`src/rtl/uart_imem_loader.sv`:
```
// UART boot loader: receives 8N1 bytes, assembles 16-bit words and writes them to
// instruction memory from address 0, then verifies an XOR checksum of the data bytes.
//
// state    | meaning
// RX_IDLE  | waiting for a falling edge on the synchronised line
// RX_START | counting to mid start bit to reject glitches
// RX_DATA  | sampling 8 data bits LSB first at mid-bit
// RX_STOP  | sampling the stop bit; emits byte_valid or frame_err
// L_IDLE   | waiting for the header byte
// L_COUNT  | next byte is the word count N (0 means 2^ADDR_W)
// L_HI     | next byte is a word's high byte
// L_LO     | next byte is the low byte; write cycle, then advance word_cnt
// L_CSUM   | next byte is the checksum
module uart_imem_loader #(
   parameter int         CLKS_PER_BIT = 434,
   parameter int         ADDR_W       = 8,
   parameter logic [7:0] HDR_BYTE     = 8'hA5
) (
   input  logic              clk,
   input  logic              rst,
   input  logic              rxd,
   output logic [ADDR_W-1:0] mem_addr,
   output logic              mem_we,
   output logic [15:0]       mem_datain,
   output logic              busy,
   output logic              done,
   output logic              err,
   output logic [ADDR_W:0]   word_cnt
);

   localparam int CW = $clog2(CLKS_PER_BIT);
   localparam int NW = ADDR_W + 1;
   localparam logic [CW-1:0] CNT_FULL = CW'(CLKS_PER_BIT - 1);
   localparam logic [CW-1:0] CNT_HALF = CW'(CLKS_PER_BIT / 2 - 1);
   localparam logic [CW-1:0] CNT_ONE  = CW'(1);
   localparam logic [NW-1:0] WC_ONE   = NW'(1);
   localparam logic [NW-1:0] N_MAX    = {1'b1, {ADDR_W{1'b0}}};

   localparam logic [1:0] RX_IDLE  = 2'd0;
   localparam logic [1:0] RX_START = 2'd1;
   localparam logic [1:0] RX_DATA  = 2'd2;
   localparam logic [1:0] RX_STOP  = 2'd3;

   localparam logic [2:0] L_IDLE  = 3'd0;
   localparam logic [2:0] L_COUNT = 3'd1;
   localparam logic [2:0] L_HI    = 3'd2;
   localparam logic [2:0] L_LO    = 3'd3;
   localparam logic [2:0] L_CSUM  = 3'd4;

   logic              rxd_s1_q, rxd_s2_q;
   logic [1:0]        rx_state_q, rx_state_d;
   logic [CW-1:0]     rx_cnt_q, rx_cnt_d;
   logic [2:0]        rx_bit_q, rx_bit_d;
   logic [7:0]        rx_shift_q, rx_shift_d;
   logic              byte_valid, frame_err;

   logic [2:0]        l_state_q, l_state_d;
   logic [NW-1:0]     n_q, n_d;
   logic [7:0]        hi_q, hi_d;
   logic [7:0]        acc_q, acc_d;
   logic [ADDR_W-1:0] mem_addr_q, mem_addr_d;
   logic              mem_we_q, mem_we_d;
   logic [15:0]       mem_datain_q, mem_datain_d;
   logic              busy_q, busy_d, done_q, done_d, err_q, err_d;
   logic [NW-1:0]     word_cnt_q, word_cnt_d;
   logic [NW-1:0]     cnt_inc;

   always_comb begin
      rx_state_d = rx_state_q;
      rx_cnt_d   = rx_cnt_q;
      rx_bit_d   = rx_bit_q;
      rx_shift_d = rx_shift_q;
      byte_valid = 1'b0;
      frame_err  = 1'b0;
      case (rx_state_q)
         RX_IDLE: begin
            if (!rxd_s2_q) begin
               rx_state_d = RX_START;
               rx_cnt_d   = CNT_HALF;
            end
         end
         RX_START: begin
            if (rx_cnt_q == '0) begin
               if (rxd_s2_q) begin
                  rx_state_d = RX_IDLE;
               end else begin
                  rx_state_d = RX_DATA;
                  rx_cnt_d   = CNT_FULL;
                  rx_bit_d   = 3'd0;
               end
            end else begin
               rx_cnt_d = rx_cnt_q - CNT_ONE;
            end
         end
         RX_DATA: begin
            if (rx_cnt_q == '0) begin
               rx_shift_d = {rxd_s2_q, rx_shift_q[7:1]};
               rx_cnt_d   = CNT_FULL;
               rx_bit_d   = rx_bit_q + 3'd1;
               if (rx_bit_q == 3'd7) rx_state_d = RX_STOP;
            end else begin
               rx_cnt_d = rx_cnt_q - CNT_ONE;
            end
         end
         default: begin
            // Byte is reported combinationally on the stop sample so the write lands one clock later.
            if (rx_cnt_q == '0) begin
               byte_valid = rxd_s2_q;
               frame_err  = !rxd_s2_q;
               rx_state_d = RX_IDLE;
            end else begin
               rx_cnt_d = rx_cnt_q - CNT_ONE;
            end
         end
      endcase
   end

   always_comb begin
      l_state_d    = l_state_q;
      n_d          = n_q;
      hi_d         = hi_q;
      acc_d        = acc_q;
      mem_addr_d   = mem_addr_q;
      mem_we_d     = 1'b0;
      mem_datain_d = mem_datain_q;
      busy_d       = busy_q;
      done_d       = done_q;
      err_d        = err_q;
      word_cnt_d   = word_cnt_q;
      cnt_inc      = word_cnt_q + WC_ONE;
      case (l_state_q)
         L_IDLE: begin
            if (byte_valid && rx_shift_q == HDR_BYTE) begin
               done_d     = 1'b0;
               err_d      = 1'b0;
               word_cnt_d = '0;
               acc_d      = 8'h00;
               busy_d     = 1'b1;
               l_state_d  = L_COUNT;
            end
         end
         L_COUNT: begin
            if (byte_valid) begin
               n_d       = (rx_shift_q == 8'h00) ? N_MAX : NW'(rx_shift_q);
               l_state_d = L_HI;
            end
         end
         L_HI: begin
            if (byte_valid) begin
               hi_d      = rx_shift_q;
               acc_d     = acc_q ^ rx_shift_q;
               l_state_d = L_LO;
            end
         end
         L_LO: begin
            // mem_we_q marks the cycle after the write, when the word counter advances.
            if (mem_we_q) begin
               word_cnt_d = cnt_inc;
               l_state_d  = (cnt_inc == n_q) ? L_CSUM : L_HI;
            end else if (byte_valid) begin
               mem_we_d     = 1'b1;
               mem_addr_d   = word_cnt_q[ADDR_W-1:0];
               mem_datain_d = {hi_q, rx_shift_q};
               acc_d        = acc_q ^ rx_shift_q;
            end
         end
         L_CSUM: begin
            if (byte_valid) begin
               done_d    = (rx_shift_q == acc_q);
               err_d     = (rx_shift_q != acc_q);
               busy_d    = 1'b0;
               l_state_d = L_IDLE;
            end
         end
         default: l_state_d = L_IDLE;
      endcase
      if (frame_err && l_state_q != L_IDLE) begin
         err_d     = 1'b1;
         busy_d    = 1'b0;
         l_state_d = L_IDLE;
      end
   end

   always_ff @(posedge clk or negedge rst) begin
      if (!rst) begin
         rxd_s1_q     <= 1'b1;
         rxd_s2_q     <= 1'b1;
         rx_state_q   <= RX_IDLE;
         rx_cnt_q     <= '0;
         rx_bit_q     <= 3'd0;
         rx_shift_q   <= 8'h00;
         l_state_q    <= L_IDLE;
         n_q          <= '0;
         hi_q         <= 8'h00;
         acc_q        <= 8'h00;
         mem_addr_q   <= '0;
         mem_we_q     <= 1'b0;
         mem_datain_q <= 16'h0000;
         busy_q       <= 1'b0;
         done_q       <= 1'b0;
         err_q        <= 1'b0;
         word_cnt_q   <= '0;
      end else begin
         rxd_s1_q     <= rxd;
         rxd_s2_q     <= rxd_s1_q;
         rx_state_q   <= rx_state_d;
         rx_cnt_q     <= rx_cnt_d;
         rx_bit_q     <= rx_bit_d;
         rx_shift_q   <= rx_shift_d;
         l_state_q    <= l_state_d;
         n_q          <= n_d;
         hi_q         <= hi_d;
         acc_q        <= acc_d;
         mem_addr_q   <= mem_addr_d;
         mem_we_q     <= mem_we_d;
         mem_datain_q <= mem_datain_d;
         busy_q       <= busy_d;
         done_q       <= done_d;
         err_q        <= err_d;
         word_cnt_q   <= word_cnt_d;
      end
   end

   assign mem_addr   = mem_addr_q;
   assign mem_we     = mem_we_q;
   assign mem_datain = mem_datain_q;
   assign busy       = busy_q;
   assign done       = done_q;
   assign err        = err_q;
   assign word_cnt   = word_cnt_q;

endmodule
```
`config.mk`:
```
export PLATFORM = sky130hd
export DESIGN_NAME = uart_imem_loader
export DESIGN_NICKNAME = d
export VERILOG_FILES = /design/src/rtl/uart_imem_loader.sv
export SDC_FILE = /design/constraint.sdc
export NUM_CORES = 1
export LEC_CHECK = 0
export ABC_AREA = 1
export ABC_CLOCK_PERIOD_IN_PS = 4600
export CAP_MARGIN = 15
export CORE_MARGIN = 4
export CORE_UTILIZATION = 45
export CTS_CLUSTER_SIZE = 30
export DETAILED_ROUTE_END_ITERATION = 10
export DONT_BUFFER_PORTS = 1
export PLACE_DENSITY = 0.68
export REMOVE_ABC_BUFFERS = 1
export SETUP_SLACK_MARGIN = 0.15
export SLEW_MARGIN = 25
export SYNTH_ARGS = -nofsm -noshare
export SYNTH_HDL_FRONTEND = slang
export SYNTH_SLANG_ARGS = --single-unit
export TNS_END_PERCENT = 100
```
`constraint.sdc`:
```
create_clock -name clk -period 4.6 [get_ports clk]
set_input_delay 0.69 -clock clk [delete_from_list [all_inputs] [get_ports clk]]
set_output_delay 0.69 -clock clk [all_outputs]
set_load 0.03 [all_outputs]
```
**Word-level counts from Yosys, hierarchy flattened**

Index checks and enable logic that the tools add are counted.

- Word-level logic and storage cells: 126
- Output and inout bits: 37
- Register bits after elaboration: 89
- Input port bits: 3

- Bitwise logic cells: 2
- $add $sub $neg: 3
- Equality and inequality tests: 27
- Mux-type cells: 50
- Reductions and logical operators: 27

Operators by type and width:

| cell | count |
|---|---|
| $mux W9 | 8 |
| $mux W3 | 10 |
| $pmux W9 S3 | 1 |
| $mux W8 | 3 |
| $pmux W8 S3 | 1 |
| $ne A2 B2 Y1 const B | 9 |
| $ne A3 B3 Y1 const B | 6 |
| $pmux W9 S2 | 1 |
| $reduce_and A3 Y1 | 6 |
| $pmux W3 S5 | 1 |
| $mux W1 | 14 |
| $mux W2 | 6 |
| $reduce_and A5 Y1 | 2 |
| $add A9 B1 Y9 const B | 1 |
| $eq A9 B9 Y1 | 1 |
| $logic_not A9 Y1 | 1 |
| $reduce_bool A3 Y1 | 3 |
| $sub A9 B1 Y9 const B | 1 |
| $eq A8 B8 Y1 | 1 |
| $eq A8 B8 Y1 const B | 1 |
| $logic_not A8 Y1 | 1 |
| $ne A8 B8 Y1 | 1 |
| $reduce_bool A2 Y1 | 4 |
| $xor A8 B8 Y8 | 1 |
| other kinds (18) | 25 |

**Depth between registers and ports, before layout**

- Depth after elaboration: 7
- Gate-level depth with buffers: 14
- Depth with buffers taken out: 14

**Worst setup path after synthesis**

OpenSTA, ideal clock, no wires.

- Kind: reg-to-reg
- Start: register rx_cnt_q[0]
- End: register hi_q[5]
- Cell stages (with the launch flop): 11
- Data required time: 4.480 ns
- Buffers on the path: 2
- Path slack: 2.738 ns
- Arrival time: 1.742 ns
- Library setup time: 0.120 ns
- Path through: dfrtp_1 inv_1 ha_1 inv_1 nor2_2 nand4_4 or4_4 buf_6 buf_12 nand2_2 o21ai_2

- Longest elaborated chain between the ends: 4

Ends and longest elaborated chain:

| what | line | source |
|---|---|---|
| from (decl) | 52 | `logic [CW-1:0] rx_cnt_q, rx_cnt_d;` |
| from (signal assigned) | 207 | `rx_cnt_q <= rx_cnt_d;` |
| $logic_not A9 Y1 | 107 | `if (rx_cnt_q == '0) begin` |
| $mux W1 | 107 |  |
| $mux W1 | 75 | `case (rx_state_q)` |
| $reduce_and A2 Y1 (no source line) | -- |  |
| to (signal assigned) | 212 | `hi_q <= hi_d;` |
| to (decl) | 59 | `logic [7:0] hi_q, hi_d;` |

No other way between the ends.
A chain may end at the register's enable or synchronous reset.

**Worst setup path after layout**

- Start: register rx_cnt_q[0]
- End: register mem_datain_q[3], in the netlist mem_datain[3]

- Longest elaborated chain between the ends: 4

Ends and longest elaborated chain:

| what | line | source |
|---|---|---|
| $logic_not A9 Y1 | 107 |  |
| $mux W1 | 107 |  |
| $mux W1 | 75 |  |
| $reduce_and A3 Y1 (no source line) | -- |  |
| to (signal assigned) | 216 | `mem_datain_q <= mem_datain_d;` |
| to (decl) | 63 | `logic [15:0] mem_datain_q, mem_datain_d;` |

No other way between the ends.

==> reports/summary.txt <==
First-pass GRT wire length -> 15000 µm
Setup TNS -> 0 ns
Area of the multi-input gates -> 1860 µm²
Drt wl/cell -> 13.5 µm
Via Count -> 3333
GPL Wtd Cong -> 0.951
Leak -> 2.22 nW
Crit path launch type -> register
Worst-path clk slew -> 0.09 ns
CTS tree -> done
Starting Density -> 46.9%
Antenna cells -> 0
Clock sink count -> 89
Root Driver -> clkbuf_8
Seq/Total Area, Yosys -> 50.5%
Worst-Skew Late Latency -> 0.36 ns
Count of different cell masters after synthesis -> 41
Worst Setup End Kind -> register
Layout cell share with drive strength beyond 1 -> 9.70%
Clock buffer depth -> 2
Power, Total -> 0.00129 W
Area Growth Syn to Fin -> 6.48%
Critical Path AT -> 2.46 ns
Final hold viol count -> 0
PortBufs -> 0
Dpl hpwl -> 6170 µm
Worst path required time -> 4.83 ns
Initial drt markers -> 156
Die width -> 107 µm
Post-synthesis area per instance -> 8.55 µm²
Nets -> 534
Pre-Repair DR Iteration Count -> 4
Slew margin rel. -> 57.3%
Worst Slack Setup Final -> 2.37 ns
VDD IR max -> 161 µV
Yosys reg bits -> 89
Total gr overflow -> 0
Vias in the first global route -> 3187
Die Ht -> 107 µm
Number of fillers in the final layout -> 883
Num CTS Buffers -> 9
Async set or reset register ratio after synthesis -> 100%
Hold Path Class -> primary input to async pin
Synthesized area -> 4420 µm²
Min Tclk post-route -> 2.23 ns
Clock skew -> 0.00769 ns
Postcts setup bufs -> 0
Post-Layout Cell Count -> 655
EDFF count, synth -> 0
Status -> finished clean
Initial antenna violation count -> 0
Critical Setup Path Class -> register to register
ANT nets after route -> 0
Largest net degree at the start of global routing -> 45
Vias per Instance -> 5.09
Core ar. -> 9420 µm²
CTS H-Tree Depth -> 3
Top FF cell, synth -> dfrtp_1
CP Max Fanout -> 40
FF+latch area -> 2230 µm²
Maxcap violations -> 0
Final Max Slew Viols -> 0
Period Utilization, post-route -> 48.5%
Final setup viols -> 0
Cell count after synthesis -> 517
Placed insts -> 636
Die area -> 11500 µm²
Post-Place Setup Slack -> 2.34 ns
Worst-margin pin slew -> 0.640 ns
Max frequency -> 448 MHz
Quantity of gates resized following cts -> 0
RSZ-0062 raised after global routing -> false
All-layer global routing usage -> 16.2%
DRC -> 0
I/O pins -> 40
Wirelength, routed -> 8820 µm
Total number of yosys warnings -> 0
Floorplan row count -> 35
Power Density -> 274 nW/µm²
[metal layers]
layer	wire length, µm	vias to the layer above	GRT usage, %
met5	0	-	0
met2	3900	86	24.9
met1	4190	1552	22.2
met3	616	11	4.27
li1	-	1684	-
met4	110	0	5.21
[synthesized netlist by cell type, drive strengths merged (2+ instances only)]
library cell  instances  area [µm²]
o22ai                 8        50.1
nand2               167         637
xor2                  8        70.1
o21ai                73         403
dfstp                 2        52.6
ha                   10         125
xnor2                 4        35.0
buf                   8        92.6
nor2                 37         176
a21oi                 5        25.0
nand3b                3        22.5
o31ai                 6        45.0
o211ai                2        15.0
dfrtp                87        2180
nand3                16        92.6
inv                  60         225
nand4                 4        40.0
clkbuf                2        7.51
a32o                  2        20.0
nor3                  3        26.3
[layout by cell type (no fill, tap or decap), types with 6 or more instances in the layout]
| master | count |
|---|---|
| clkbuf_8 | 9 |
| dfrtp_1 | 87 |
| ha_1 | 10 |
| inv_1 | 55 |
| nand2_1 | 163 |
| nand3_1 | 15 |
| nor2_1 | 28 |
| nor2_2 | 6 |
| o21ai_0 | 47 |
| o21ai_1 | 16 |
| o21ai_2 | 10 |
| o22ai_1 | 8 |
| o31ai_1 | 6 |
| xor2_1 | 8 |
[critical path, cell delays in order, from the launching register on]
cell and delay, ns:
dfrtp_1 0.37, inv_1 0.14, ha_1 0.17, inv_1 0.04, nor2_2 0.11, nand4_4 0.20, nor3_4 0.44, inv_2 0.39
nand2_1 0.16, o21ai_1 0.07
[repair_timing]
item,in CTS,in global routing
setup endpoints to repair,0,0
hold buffers,2,1
endpoints found under the hold margin,44,11
[final cells by class]
| type | count | area share [%] |
|---|---|---|
| tap | 129 | 3.43 |
| multi-input combinational | 358 | 39.6 |
| clock inverter | 6 | 1.06 |
| sequential | 89 | 47.4 |
| clock buffer | 10 | 2.71 |
| timing repair buffer | 3 | 1.01 |
| inverter | 60 | 4.79 |
[power by group]
part            total, W  internal, W  switching, W
clock           0.000488     0.000202      0.000286
combinational  0.0000159   0.00000399     0.0000119
sequential      0.000784     0.000783   0.000000808
[logic make-up after synthesis]
logic type	after synthesis	synth area share [%]
XOR/XNOR	12	2.38
AO/OA/AOI/OAI	102	13.7
AND/OR/NAND/NOR	233	23.1
adder cells (fa/ha/maj)	10	2.83
multiplexers	1	0.227
flip-flops	89	50.5
buffers and inverters	70	7.36
[metrics by stage]
step / hold slack, ns / util (%) / instance area [µm²]
floorplan: 0.345 / - / 4320
global placement: 0.347 / 47.6 / 4480
detailed placement: 0.348 / 47.6 / 4480
CTS: 0.000371 / 49.9 / 4700
global route: 0.00102 / 50.0 / 4710
finish: 0.0233 / 50.0 / 4710
[flip-flops by register name, summed over array words and instances, names as in the netlist, 3 cells and up]
name	count
rx_bit_q	3
mem_datain	16
n_q	9
mem_addr	8
rx_cnt_q	9
acc_q	8
hi_q	8
l_state_q	3
word_cnt	9
rx_shift_q	8
[worst paths after layout]
| kind | from | endpoint | slack [ns] | cells past startpoint |
|---|---|---|---|---|
| setup / recovery | rx_cnt_q[0]$_DFFE_PN0P_ | mem_datain[3]$_DFFE_PN0P_ | 2.37 | 9 |
| max in group asynchronous | rst | rx_shift_q[4]$_DFFE_PN0P_ | 3.51 | 1 |
| hold reg to reg | rxd_s1_q$_DFF_PN1_ | rxd_s2_q$_DFF_PN1_ | 0.36 | 0 |
| min in group clk | rxd | rxd_s1_q$_DFF_PN1_ | 0.32 | 0 |
| hold / removal | rst | rx_cnt_q[0]$_DFFE_PN0P_ | 0.02 | 0 |
| setup reg to reg | rx_cnt_q[0]$_DFFE_PN0P_ | mem_datain[3]$_DFFE_PN0P_ | 2.37 | 9 |
No activity file was read; power rests on OpenSTA's default activity.
